$ cat src/rtl/bypass_pkg.sv
// ============================================================================
// bypass_pkg : shared types and helpers for forwarding/load-use control
// Revision   : 1.0
// ============================================================================
`default_nettype none

package bypass_pkg;

  localparam int DEF_REG_W = 5;
  localparam int DEF_CNT_W = 16;

  typedef struct packed {
    logic                 valid;
    logic [DEF_REG_W-1:0] dest;
    logic                 regwrite;
    logic                 memread;
  } hazard_tag_t;

  localparam hazard_tag_t BUBBLE_TAG = '{valid: 1'b0, dest: '0, regwrite: 1'b0, memread: 1'b0};

  typedef struct packed {
    logic from_mem;
    logic alu_in_wb;
    logic lw_in_wb;
  } operand_sel_t;

  localparam operand_sel_t NO_BYPASS = '{from_mem: 1'b0, alu_in_wb: 1'b0, lw_in_wb: 1'b0};

  // r0 is hardwired, so a producer targeting it never counts as a match
  function automatic logic tag_match(input hazard_tag_t          tag,
                                     input logic [DEF_REG_W-1:0] src,
                                     input logic                 use_src);
    return tag.valid & tag.regwrite & (tag.dest != '0) & (tag.dest == src) & use_src;
  endfunction

  function automatic operand_sel_t operand_sel(input hazard_tag_t          ex_tag,
                                               input hazard_tag_t          mem_tag,
                                               input logic [DEF_REG_W-1:0] src,
                                               input logic                 use_src);
    operand_sel_t sel;
    logic         m_ex;
    logic         m_mem;
    m_ex          = tag_match(ex_tag, src, use_src);
    m_mem         = tag_match(mem_tag, src, use_src);
    sel.from_mem  = m_ex & ~ex_tag.memread;
    sel.alu_in_wb = ~m_ex & m_mem & ~mem_tag.memread;
    sel.lw_in_wb  = ~m_ex & m_mem & mem_tag.memread;
    return sel;
  endfunction

endpackage

`default_nettype wire

$ cat src/rtl/bypass_tag_reg.sv
// ============================================================================
// bypass_tag_reg : one hazard-tracker stage with freeze and bubble insert
// Revision       : 1.0
// ============================================================================
`default_nettype none

module bypass_tag_reg
  import bypass_pkg::*;
(
  input  logic        clk,
  input  logic        rst,
  input  logic        i_hold,
  input  logic        i_bubble,
  input  hazard_tag_t i_tag,
  output hazard_tag_t o_tag
);

  hazard_tag_t r_tag;

  always_ff @(posedge clk) begin
    if (rst) begin
      r_tag <= BUBBLE_TAG;
    end else if (!i_hold) begin
      r_tag <= i_bubble ? BUBBLE_TAG : i_tag;
    end
  end

  assign o_tag = r_tag;

endmodule

`default_nettype wire

$ cat src/rtl/bypass_ctrl.sv
// ============================================================================
// bypass_ctrl : ID-stage forwarding select and load-use stall generation
// Revision    : 1.0
// ============================================================================
`default_nettype none

module bypass_ctrl
  import bypass_pkg::*;
#(
  parameter int REG_W = DEF_REG_W,
  parameter int CNT_W = DEF_CNT_W
) (
  input  logic             clk,
  input  logic             reset,
  input  logic             hold,
  input  logic             flush,
  input  logic             id_valid,
  input  logic [REG_W-1:0] id_rs,
  input  logic [REG_W-1:0] id_rt,
  input  logic             id_use_rs,
  input  logic             id_use_rt,
  input  logic [REG_W-1:0] id_dest,
  input  logic             id_regwrite,
  input  logic             id_memread,
  output logic             stall,
  output logic             bypassAfromMEM,
  output logic             bypassAfromALUinWB,
  output logic             bypassAfromLWinWB,
  output logic             bypassBfromMEM,
  output logic             bypassBfromALUinWB,
  output logic             bypassBfromLWinWB,
  output logic [CNT_W-1:0] stall_count
);

  localparam logic [CNT_W-1:0] c_CNT_MAX = {CNT_W{1'b1}};
  localparam logic [CNT_W-1:0] c_CNT_ONE = {{(CNT_W-1){1'b0}}, 1'b1};

  hazard_tag_t      w_ex_tag;
  hazard_tag_t      w_mem_tag;
  hazard_tag_t      w_id_tag;
  logic             w_match_ex_rs;
  logic             w_match_ex_rt;
  logic             w_stall;
  logic             w_bubble;
  operand_sel_t     w_sel_a;
  operand_sel_t     w_sel_b;
  operand_sel_t     r_sel_a;
  operand_sel_t     r_sel_b;
  logic [CNT_W-1:0] r_stall_count;

  assign w_id_tag = '{valid: id_valid, dest: id_dest, regwrite: id_regwrite, memread: id_memread};

  assign w_match_ex_rs = tag_match(w_ex_tag, id_rs, id_use_rs);
  assign w_match_ex_rt = tag_match(w_ex_tag, id_rt, id_use_rt);

  // Only distance-1 loads stall; a load already in MEM is covered by LWinWB
  assign w_stall  = ~hold & ~flush & id_valid & w_ex_tag.memread & (w_match_ex_rs | w_match_ex_rt);
  assign w_bubble = w_stall | flush | ~id_valid;

  assign w_sel_a = operand_sel(w_ex_tag, w_mem_tag, id_rs, id_use_rs);
  assign w_sel_b = operand_sel(w_ex_tag, w_mem_tag, id_rt, id_use_rt);

  bypass_tag_reg u_ex_tag (
    .clk      (clk),
    .rst      (reset),
    .i_hold   (hold),
    .i_bubble (w_bubble),
    .i_tag    (w_id_tag),
    .o_tag    (w_ex_tag)
  );

  bypass_tag_reg u_mem_tag (
    .clk      (clk),
    .rst      (reset),
    .i_hold   (hold),
    .i_bubble (1'b0),
    .i_tag    (w_ex_tag),
    .o_tag    (w_mem_tag)
  );

  always_ff @(posedge clk) begin
    if (reset) begin
      r_sel_a <= NO_BYPASS;
      r_sel_b <= NO_BYPASS;
    end else if (!hold) begin
      r_sel_a <= w_bubble ? NO_BYPASS : w_sel_a;
      r_sel_b <= w_bubble ? NO_BYPASS : w_sel_b;
    end
  end

  // w_stall is already gated by hold, so a frozen pipeline never counts
  always_ff @(posedge clk) begin
    if (reset) begin
      r_stall_count <= '0;
    end else if (w_stall && (r_stall_count != c_CNT_MAX)) begin
      r_stall_count <= r_stall_count + c_CNT_ONE;
    end
  end

  assign stall              = w_stall;
  assign bypassAfromMEM     = r_sel_a.from_mem;
  assign bypassAfromALUinWB = r_sel_a.alu_in_wb;
  assign bypassAfromLWinWB  = r_sel_a.lw_in_wb;
  assign bypassBfromMEM     = r_sel_b.from_mem;
  assign bypassBfromALUinWB = r_sel_b.alu_in_wb;
  assign bypassBfromLWinWB  = r_sel_b.lw_in_wb;
  assign stall_count        = r_stall_count;

endmodule

`default_nettype wire
$ cat config.mk
export PLATFORM = sky130hd
export DESIGN_NAME = bypass_ctrl
export DESIGN_NICKNAME = d
export VERILOG_FILES = /design/src/rtl/bypass_pkg.sv /design/src/rtl/bypass_tag_reg.sv /design/src/rtl/bypass_ctrl.sv
export SDC_FILE = /design/constraint.sdc
export NUM_CORES = 1
export LEC_CHECK = 0
export CAP_MARGIN = 20
export CORE_MARGIN = 3
export CORE_UTILIZATION = 38
export CTS_CLUSTER_DIAMETER = 200
export DETAILED_ROUTE_END_ITERATION = 10
export PLACE_DENSITY = 0.65
export SYNTH_ARGS = -nofsm -noshare
export SYNTH_HDL_FRONTEND = slang
export SYNTH_SLANG_ARGS = --single-unit
$ cat constraint.sdc
create_clock -name clk -period 3.15 [get_ports clk]
set_input_delay 0.63 -clock clk [delete_from_list [all_inputs] [get_ports clk]]
set_output_delay 0.63 -clock clk [all_outputs]
set_load 0.01 [all_outputs]
# Word level (Yosys, flattened, before mapping)
# Cells that the tools add are included.
[totals] in_bits=24 ram_bits=0 latchBits=0 output_inout_bits=23 elab_cells=61 rom_bits=0 memories=0 ff_bits=38
[op_classes] div=0 n_reduce_logical=3 bitwise=34 n_mux=3 n_eq_ne=5 mul=0 add_sub_neg=1 shift=0 order_cmp=0
[op_table] op="$and 1x1->1" n=24
[op_table] op="$eq 5x5->1" n=4
[op_table] op="$add 16x1->16 const B" n=1
[op_table] op="$ne 16x16->1 const B" n=1
[op_table] op="$reduce_bool 5->1" n=2
[op_table] op="$mux 8" n=1
[op_table] op="$not 1->1" n=7
[op_table] op="$mux 3" n=2
[op_table] op="$or 1x1->1" n=3
[op_table] op="$logic_and 1x1->1" n=1

# Logic depth before layout (Yosys ltp)
[depth] ltp_word=9 ltp_mapped=7 ltp_nobuf=6

# Modules after synthesis
# Synthesis repeated with hierarchy kept, for this count alone.
[hier_totals] cells_unflattened=238 area_unflattened_um2=2020.7
[by_module_without_submodules] mod="bypass_ctrl" seq_area_each_um2=440.4 area_per_inst_um2=1370.1 instances=1 cells_each=166
[by_module_without_submodules] mod="bypass_tag_reg" seq_area_each_um2=160.2 area_per_inst_um2=325.3 instances=2 cells_each=36

# Worst setup path after synthesis
# No wires, ideal clock.
[synth_path] kind="input to output" from="input id_rt[2]" to="output stall" required_time_ns=2.520 path_buffers=1 path_stages=5 setup_slack_ns=1.057 arrival_time_ns=1.463 path_cell_list="xnor2_1 nand4_1 o22a_1 clkbuf_1 nor2_1"
[synth_between] elab_chain_len=5
[synth_rtl] item="start, declared" line="bypass_ctrl.sv:19" rtl="input logic [REG_W-1:0] id_rt,"
[synth_rtl] item="$eq 5x5->1" line="bypass_pkg.sv:33" rtl="return tag.valid & tag.regwrite & (tag.dest != '0) & (tag.dest == src) & use_src;"
[synth_rtl] item="$and 1x1->1 (2 in a row)" line="bypass_pkg.sv:33"
[synth_rtl] item="$or 1x1->1" line="bypass_ctrl.sv:57" rtl="assign w_stall = ~hold & ~flush & id_valid & w_ex_tag.memread & (w_match_ex_rs | w_match_ex_rt);"
[synth_rtl] item="$and 1x1->1" line="bypass_ctrl.sv:57"
[synth_rtl] item="end, declared" line="bypass_ctrl.sv:25" rtl="output logic stall,"
# No other way between the ends.

# Worst setup path after layout
# Same ends and word-level chain as after synthesis.

==> results.rst <==
.. list-table::
   :header-rows: 1

   * - Metric
     - Value
   * - Setup tns final
     - 0 ps
   * - Endpoint of the worst-slack reg-to-reg timing path
     - stall_count[11]
   * - Synth area leaders
     - sky130_fd_sc_hd__dfxtp_1 (39%), sky130_fd_sc_hd__xnor2_1 (9.0%), sky130_fd_sc_hd__nor2_1 (4.4%)
   * - Minimum period implied by the final worst setup slack
     - slightly above 3000 ps
   * - Vias per cell
     - roughly 5.4
   * - Setup crit end kind
     - primary output
   * - Number of buffers inserted for hold repair after clock tree synthesis
     - 0
   * - Fill cell instance count of the final layout
     - 450
   * - Critical path start-end classification
     - primary input to primary output
   * - Commonest non-fill, non-tap cell in the layout
     - sky130_fd_sc_hd__clkdlybuf4s50_1
   * - Area of the die
     - 6020 µm²
   * - Final max-slew violation count
     - 0
   * - Internal reg-to-reg setup slack
     - 1000 ps
   * - Nature of the critical path startpoint
     - primary input
   * - Pre-CTS WS
     - between 80 and 90 ps
   * - Worst path arrival time
     - around 2400 ps
   * - Pin slew with the least headroom to its limit
     - about 830 ps
   * - Worst r2r src
     - u_ex_tag.o_tag[6]
   * - Root Buffer
     - sky130_fd_sc_hd__clkbuf_8
   * - Detailed router's first-iteration violation count
     - about 130
   * - Count of unique library cells instantiated by Yosys
     - 42
   * - TritonCTS clock tree
     - built
   * - Layout net count
     - slightly below 300
   * - Reg clk slew, reported paths
     - ~70 ps
   * - Result of the run
     - finished, final reports clean
   * - Boundary pin count
     - 47
   * - DR DRC count
     - 0
   * - Antenna Cells
     - 0
   * - Hold/Removal Path Class
     - flop to flop
   * - DRT antenna net count
     - 0
   * - Worst endpoint required time
     - ~2500 ps
   * - Largest net degree at the start of global routing
     - 30
   * - Sum of net half-perimeters after detailed placement
     - about 3500 µm
   * - EDFF count, synth
     - 0
   * - Total of max-cap violations
     - 0
   * - Cell row count
     - 25
   * - Later-pin clock latency in the skew report
     - 280 ps
   * - Global-route wire length before repair
     - 8420 µm
   * - Number of gates given a new drive strength after cts
     - 0
   * - Number of buffer cells added on primary ports
     - between 40 and 50
   * - Average cell area after synthesis
     - 8.93 µm²
   * - Synth Warn #
     - 0
   * - Routed wirelength normalized by instance count
     - 14.3 µm
   * - Worst vdd rail ir drop
     - between 0.2 and 0.25 mV
   * - Number of search-and-repair iterations in the first detailed-routing pass
     - 4
   * - Highest-count cells in the layout ignoring fill and taps
     - sky130_fd_sc_hd__clkdlybuf4s50_1 (46), sky130_fd_sc_hd__dfxtp_1 (38), sky130_fd_sc_hd__nor2_1 (23)
   * - Growth of design area from synthesis to finish
     - 32.3%
   * - Total global-route track usage
     - 17.2%
   * - Total detailed-routing wirelength
     - about 4800 µm
   * - Power per cell area
     - 358 nW/µm²
   * - Clock tree buffer depth
     - 2
   * - Chip width
     - between 70 and 80 µm
   * - Highest net fanout along the worst path
     - 2
   * - Antenna violations before repair
     - 0
   * - Count of vias placed by the detailed router
     - between 1.5k and 2k
   * - Seq cells post-synth
     - 38
   * - Share of final-layout standard cells stronger than drive strength 1
     - about 7%
   * - Worst-case reg-to-reg path depth
     - 6
   * - Overflow left after global routing
     - 0
   * - Startpoint of the worst setup timing path
     - id_rt[2]
   * - Core Box Area
     - roughly 4800 µm²
   * - Crit path capture
     - stall
   * - Crit path setup slack, layout
     - 79.3 ps
   * - Top_reg_cell synth
     - sky130_fd_sc_hd__dfxtp_1
   * - Area share of the leading cell type in the synthesized netlist
     - between 30 and 40%
   * - Static leakage
     - 0.869 nW
   * - Die Y
     - 77.6 µm
   * - Final standard cell utilization of the core
     - ~53%
   * - Via count of the first global-routing pass
     - ~1.8k
   * - Sequential share of the synthesized area
     - approximately 39%
   * - Ys async rst share
     - 0%
   * - Highest attainable clock frequency
     - about 330 MHz
   * - Post-CTS Setup Repair Bufs
     - 0
   * - Synthesized Nets
     - around 240
   * - Cts bufs inserted
     - 5
   * - Area of the mapped netlist
     - between 1500 and 2000 µm²
   * - Setup-violating endpoint count in the final report
     - 0
   * - Number of H-tree branching levels
     - 2
   * - Fraction of the cycle the final worst path needs
     - a little over nine tenths
   * - Cell taking the most area after synthesis
     - sky130_fd_sc_hd__dfxtp_1
   * - Post-synthesis instance total
     - approximately 220
   * - Clock net sink count
     - 38
   * - Worst clock skew
     - slightly above 5 ps
   * - Effective utilization at floorplan
     - roughly 40%
   * - Final Hold Vio Count
     - 0
   * - Max-Slew Margin vs Limit
     - about 45%
   * - GP Congestion
     - about 0.85
   * - Unrepaired setup endpoints after global routing
     - no
area by class of cell:
| class | instances | area, µm² | area share (%) |
|---|---|---|---|
| multi-input combinational | 167 | 1130 | 43.8 |
| sequential | 38 | 761 | 29.5 |
| timing repair buffer | 52 | 505 | 19.6 |
| clock buffer | 7 | 86.3 | 3.35 |
| tap | 67 | 83.8 | 3.25 |
| inverter | 2 | 7.51 | 0.291 |
| clock inverter | 1 | 5.00 | 0.194 |
worst max-delay path: stages:
cell	delay [ps]
sky130_fd_sc_hd__clkdlybuf4s50_1	520
sky130_fd_sc_hd__xnor2_1	130
sky130_fd_sc_hd__nand4_1	160
sky130_fd_sc_hd__o22a_1	260
sky130_fd_sc_hd__nor2_1	180
sky130_fd_sc_hd__clkdlybuf4s50_1	570
power breakdown:
group	internal, mW	switching [mW]	leakage (nW)
sequential	0.484	0.00563	0.307
combinational	0.0473	0.0369	0.514
clock	0.177	0.171	0.0482
total	0.708	0.214	0.869
worst min-delay path by stage:
stage | startpoint | endpoint | slack, ps | cells after the start
after global routing | bypassAfromLWinWB | bypassAfromLWinWB | 510 | 1
after global placement | bypassAfromLWinWB | bypassAfromLWinWB | 460 | 1
after detailed placement | bypassAfromALUinWB | bypassAfromALUinWB | 470 | 1
final | bypassBfromLWinWB | bypassBfromLWinWB | 480 | 1
after floorplan | u_ex_tag.o_tag[7] | u_ex_tag.o_tag[7] | 460 | 1
after CTS | bypassAfromALUinWB | bypassAfromALUinWB | 480 | 1
state kept, by name, indices dropped and copies added, names as in the netlist:
register            count
bypassAfromLWinWB       1
bypassBfromMEM          1
bypassBfromALUinWB      1
bypassAfromMEM          1
bypassAfromALUinWB      1
u_mem_tag.o_tag         8
u_ex_tag.o_tag          8
stall_count            16
bypassBfromLWinWB       1
through the flow:
step / power (mW) / area, µm² / std cells / hold WS (ps)
floorplan: 0.541 / 1950 / 218 / 462
global placement: 0.584 / 2480 / 326 / 464
detailed placement: 0.585 / 2480 / 326 / 466
CTS: 0.933 / 2580 / 334 / 484
global route: 0.964 / 2580 / 334 / 513
finish: 0.922 / 2580 / 334 / 478
cells by family after synthesis:
family | share of synthesized area, %
AND/OR/NAND/NOR | 24.2
buffers and inverters | 3.02
adder cells (fa/ha/maj) | 0.643
multiplexers | 5.85
XOR/XNOR | 9.00
AO/OA/AOI/OAI | 18.2
flip-flops | 39.1
per-layer routing:
metal / vias to the layer above / track usage [%] / share of wire, %
li1: 917 / - / -
met1: 840 / 22.8 / 49
met2: 39 / 27.2 / 46
met3: 2 / 4.64 / 4.5
met4: 0 / 5.52 / 0.63
met5: - / 0 / 0
synthesized netlist by cell type, types with 2 or more instances:
master and count:
sky130_fd_sc_hd__dfxtp_1 38, sky130_fd_sc_hd__mux2_1 2, sky130_fd_sc_hd__a22oi_1 2, sky130_fd_sc_hd__a21oi_1 13, sky130_fd_sc_hd__nor4_1 3, sky130_fd_sc_hd__a211oi_1 2, sky130_fd_sc_hd__buf_1 2, sky130_fd_sc_hd__or3_1 8
sky130_fd_sc_hd__nand4_1 12, sky130_fd_sc_hd__nand2_1 12, sky130_fd_sc_hd__clkbuf_1 6, sky130_fd_sc_hd__o21ai_0 6, sky130_fd_sc_hd__a32o_1 2, sky130_fd_sc_hd__or4_1 8, sky130_fd_sc_hd__nor2b_1 4, sky130_fd_sc_hd__inv_1 2
sky130_fd_sc_hd__nand3_1 3, sky130_fd_sc_hd__nor3_1 3, sky130_fd_sc_hd__o31ai_1 7, sky130_fd_sc_hd__and3_1 2, sky130_fd_sc_hd__buf_2 2, sky130_fd_sc_hd__mux2i_1 8, sky130_fd_sc_hd__nor2_1 23, sky130_fd_sc_hd__a22o_1 9
sky130_fd_sc_hd__o211ai_1 3, sky130_fd_sc_hd__xnor2_1 20
Power figures use the tool's default switching activity.
==> edit 1: new RTL, same settings <==
Reset style: asynchronous (`reset` and `rst`), changed in 3 clocked blocks.
--- a/src/rtl/bypass_tag_reg.sv
+++ b/src/rtl/bypass_tag_reg.sv
@@ -17,7 +17,7 @@
 
   hazard_tag_t r_tag;
 
-  always_ff @(posedge clk) begin
+  always_ff @(posedge clk or posedge rst) begin
     if (rst) begin
       r_tag <= BUBBLE_TAG;
     end else if (!i_hold) begin
--- a/src/rtl/bypass_ctrl.sv
+++ b/src/rtl/bypass_ctrl.sv
@@ -78,7 +78,7 @@
     .o_tag    (w_mem_tag)
   );
 
-  always_ff @(posedge clk) begin
+  always_ff @(posedge clk or posedge reset) begin
     if (reset) begin
       r_sel_a <= NO_BYPASS;
       r_sel_b <= NO_BYPASS;
@@ -89,7 +89,7 @@
   end
 
   // w_stall is already gated by hold, so a frozen pipeline never counts
-  always_ff @(posedge clk) begin
+  always_ff @(posedge clk or posedge reset) begin
     if (reset) begin
       r_stall_count <= '0;
     end else if (w_stall && (r_stall_count != c_CNT_MAX)) begin
Function: differs if reset is asserted again (counterexample within 4 cycles, from zero or initial values and one cycle with reset high); with reset held inactive, the same outputs for 10 cycles.
==> edit 1 against the unedited design <==
Critical path depth unchanged; power up 6.7%; maximum frequency up 7.0%; non-clock buffer count up 8; routed wire length down 4.4%; sequential cell count unchanged; die area down 0.77%; clock skew up 0.0028 ns; utilization up 1.8 points; cell count down 9.6%; worst setup slack better by 0.20 ns; area after synthesis down 0.84%; sequential share of layout area up 6.4 points; design area up 2.8%; largest cell class is now flip-flops and latches.
==> edit 1: results (changes against the unedited design) <==
- Final std cells w/o fill: 302 (-9.6%)
- Post-synthesis sequential area ratio: 0.493 (+0.102)
- Detail Route met3 WL: 255 um (+20%)
- Peak supply drop: 0.000186 V (-22%)
- Global-route wire length before repair: 7980 um (-5.2%)
- Largest net degree at the start of global routing: 39 (+30%)
- WL/cell: 15.1 um (+5.8%)
- Sequential cell area: 951 sq um (+25%)
- Top cells by area, synth: dfrtp_1, xnor2_1, xor2_1
- GRT Overall Usage: 0.167 (-0.00516)
- Cell variety after synth: 38 (-9.5%)
- CP Data Arrival Time: 2.24 ns (-0.20 ns)
- Sequential power: 522 uW (+6.5%)
- Comb_multi_in: 127 (-24%)
- Grt met2 use: 0.256 (-0.0164)
- Number of global-route vias before repair: 1571 (-14%)
- Bufs w/o clock: 60 (+15%)
- FFs & Latches: 38 (unchanged)
- Post_cts resized: 3 (+3)
- Comb power frac: 0.115 (+0.024)
- Post-synth top cells: dfrtp_1, xnor2_1, xor2_1, nand2_1, nand3_1
- Dpl hpwl: 3260 um (-7.0%)
- Buffer share of cell area: 0.213 (+0.0169)
- Critical Path Max Stage Delay: 0.45 ns (-0.12 ns)
- Met3 Usage GRT: 0.0575 (+0.0111)
- NetSw: 240 uW (+12%)
- GR met1 Demand/Resource: 0.231 (+0.00321)
- Clock Skew: 0.00789 ns (+0.00275 ns)
- Gpl congestion: 0.843 (-1.0%)
- Footprint of the multi-input gates: 946 sq um (-16%)
- Cell taking the most area after synthesis: dfrtp_1
- Fillers: 470 (+4.4%)
- Syn avg cell area: 11.2 sq um (+25%)
- DRT met1 WL: 2150 um (-8.4%)
- Placed insts: 293 (-10%)
- Via-to-Cell Ratio: 5.11 (-5.1%)
- Leakage: 1.16 nW (+34%)
- Async SR Flop Fraction: 1.00 (+1.00)
- Worst-margin pin slew: 0.775 ns (-0.0549 ns)
- Length of routed met2 wiring: 2150 um (-1.7%)
- Status: completed
- Layout cells sized above 1: 0.162 (+0.0905)
- Clock buffers and inverters, area share: 0.0359 (+0.000463)
- Net count after synthesis: 198 (-19%)
- Layout Nets: 259 (-11%)
- Setup repair bufs after CTS: 1 (+1)
- Top FF cell, synth: dfrtp_1
==> edit 1: changes by cell type in the layout (fill, tap and decap cells not counted), moves of 8 or more <==
cell,unedited run,this run
mux2i_1,8,0
dfrtp_1,0,38
nor2_1,23,4
or3_1,8,0
xor2_1,0,16
a21oi_1,13,2
mux2_2,1,9
dfxtp_1,38,0
buf_4,6,14
==> edit 1: path summary, 6_finish.rpt <==
check                                    from            endpoint  slack (ns)  depth (start not counted)
setup / recovery                     id_rt[4]               stall        0.28                          6
hold / removal             bypassAfromALUinWB  bypassAfromALUinWB        0.49                          2
setup reg to reg            u_ex_tag.o_tag[3]   u_ex_tag.o_tag[3]        0.78                          6
hold reg to reg            bypassAfromALUinWB  bypassAfromALUinWB        0.49                          2
max in group asynchronous               reset  u_mem_tag.o_tag[4]        2.08                          3
min in group asynchronous               reset  bypassBfromALUinWB        0.74                          3
==> edit 1: through the flow <==
stage / TNS (ns) / area, sq um / worst slack, ns / power (mW)
after floorplan: 0 / 1930 / 0.829 / 0.584
after global placement: -0.0838 / 2540 / -0.0838 / 0.642
after detailed placement: -0.122 / 2540 / -0.122 / 0.643
after CTS: 0 / 2650 / 0.253 / 0.994
after global routing: 0 / 2650 / 0.152 / 1.03
final: 0 / 2650 / 0.280 / 0.983
==> edit 1: logic make-up (layout without fill, tap and decap cells) <==
group           count (synthesis)  after routing  share of synthesized area
mux                             9              9                     0.0525
buf+inv                         8             70                     0.0214
compound gates                 26             26                      0.110
flops                          38             38                      0.493
fa+ha+maj                       1              1                    0.00648
simple gates                   57             57                      0.163
xor+xnor                       34             34                      0.154
==> edit 1: worst register-to-register path: cells and delay by family, from the launching register on <==
family	cells	cell delay [ns]
buf+inv	1	0.14
simple gates	2	0.63
compound gates	3	1.08
flops	1	0.46
==> edit 2: new RTL, config.mk and constraints unchanged <==
Without the edit above. The package constant `DEF_CNT_W` goes from 16 to 20.
--- a/src/rtl/bypass_pkg.sv
+++ b/src/rtl/bypass_pkg.sv
@@ -7,7 +7,7 @@
 package bypass_pkg;
 
   localparam int DEF_REG_W = 5;
-  localparam int DEF_CNT_W = 16;
+  localparam int DEF_CNT_W = 20;
 
   typedef struct packed {
     logic                 valid;
Ports: changed (resized stall_count); port bits go from 47 to 51. The function was not compared with the original's and may differ.
==> edit 2 against the unedited design <==
Critical path depth stayed put; area after synthesis is 16% higher; routed wire length is 17% higher; worst setup slack better by 0.026 ns; synthesized cell count is 10% higher; global-route usage is 0.40 points lower; power is 27% higher; sequential power is 10% higher; count of clock-buffer cells in the layout is 1 lower; sequential cell count is 4 higher; design area is 20% higher; largest power group unchanged.
==> edit 2: results (changes against the unedited design) <==
- Top cells by area, synth: dfxtp_1, xnor2_1, nor2_1
- Largest register FFs: 20 (+4)
- Fillers: 532 (+18%)
- Clock buffers and inverters, area share: 0.0460 (+0.0105)
- Compound-Gate Fraction of Synth Area: 0.164 (-0.0176)
- DRT met1 WL: 2650 um (+13%)
- Cell Area, Placed: 2960 sq um (+19%)
- Post_cts resized: 2 (+2)
- FFs & Latches: 42 (+11%)
- Layout cells sized above 1: 0.173 (+0.101)
- Inverters: 3 (+1)
- Met3 Usage GRT: 0.0565 (+0.0101)
- Post-synthesis mux area share: 0.0733 (+0.0148)
- Syn avg cell area: 9.39 sq um (+5.2%)
- CP Data Arrival Time: 2.41 ns (-0.03 ns)
- Clock Skew: 0.00430 ns (-0.000833 ns)
- Via-to-Cell Ratio: 5.31 (-1.3%)
- Buffer share of cell area: 0.217 (+0.0212)
- Cell variety after synth: 48 (+14%)
- Hold path startpoint: bypassBfromALUinWB
- Peak supply drop: 0.000265 V (+11%)
- Footprint of the multi-input gates: 1340 sq um (+19%)
- Hold depth: 2 (+1)
- Gpl congestion: 0.831 (-2.5%)
- Hold slack final: 0.492 ns (+0.0140 ns)
- RR Endpoint: u_ex_tag.o_tag[6]
- Status: completed
- Cell Pwr Density: 376 nW/um^2 (+5.2%)
- IO Port Bufs: 50 (+8.7%)
- Grt met2 use: 0.268 (-0.00380)
- Leakage: 1.07 nW (+23%)
- Global-route wire length before repair: 9600 um (+14%)
- Xor and xnor area share after synthesis: 0.105 (+0.0149)
- Largest net degree at the start of global routing: 48 (+60%)
- Max_slew headroom: 0.635 (+0.189)
- Sequential cell area: 841 sq um (+11%)
- Reg2Reg Depth: 7 (+1)
- Length of routed met2 wiring: 2590 um (+18%)
- Latest clock arrival within the worst-skew pair: 0.30 ns (+0.02 ns)
- Detail Route met3 WL: 314 um (+47%)
- Critical Path Max Stage Delay: 0.51 ns (-0.06 ns)
- Number of global-route vias before repair: 2005 (+10%)
- Hold Path End: bypassBfromALUinWB
- Placed insts: 371 (+14%)
- Post-synth top cells: dfxtp_1, nor2_1, xnor2_1, nand2_1, nand4_1
- Setup slack at placement: -0.275 ns (-0.359 ns)
- Comb_multi_in: 184 (+10%)
- Bufs w/o clock: 70 (+35%)
- Starting DRT DRC Count: 104 (-22%)
- Chip width: 83.0 um (+7.0%)
- Switch share: 0.202 (-0.0302)
- GR met1 Demand/Resource: 0.218 (-0.00973)
- WL/cell: 14.8 um (+3.3%)
==> edit 2: cell types whose count changed in the layout (fill, tap and decap cells not counted), moves of 6 or more <==
cell / before / now
a21oi_1: 13 / 6
buf_4: 6 / 18
o21ai_0: 6 / 0
o31ai_1: 7 / 0
or3_1: 8 / 2
or4_1: 8 / 2
xnor2_1: 20 / 27
nor2_1: 23 / 34
==> edit 2: worst max-delay path by stage <==
stage / startpoint / endpoint / slack (ns) / cells past startpoint
finish: id_rt[4] / stall / 0.11 / 6
global route: id_rt[4] / stall / 0.02 / 6
CTS: id_rt[4] / stall / 0.08 / 6
detailed placement: id_rt[4] / stall / -0.28 / 6
global placement: id_rt[0] / stall / -0.28 / 6
floorplan: id_rs[0] / stall / 0.71 / 5
==> edit 2: power by group through the flow <==
stage	combinational, mW	sequential [mW]	clock (mW)
detailed placement	0.100	0.553	0
global placement	0.0991	0.553	0
CTS	0.101	0.541	0.543
floorplan	0.0453	0.551	0
global route	0.109	0.542	0.567
finish	0.100	0.541	0.527
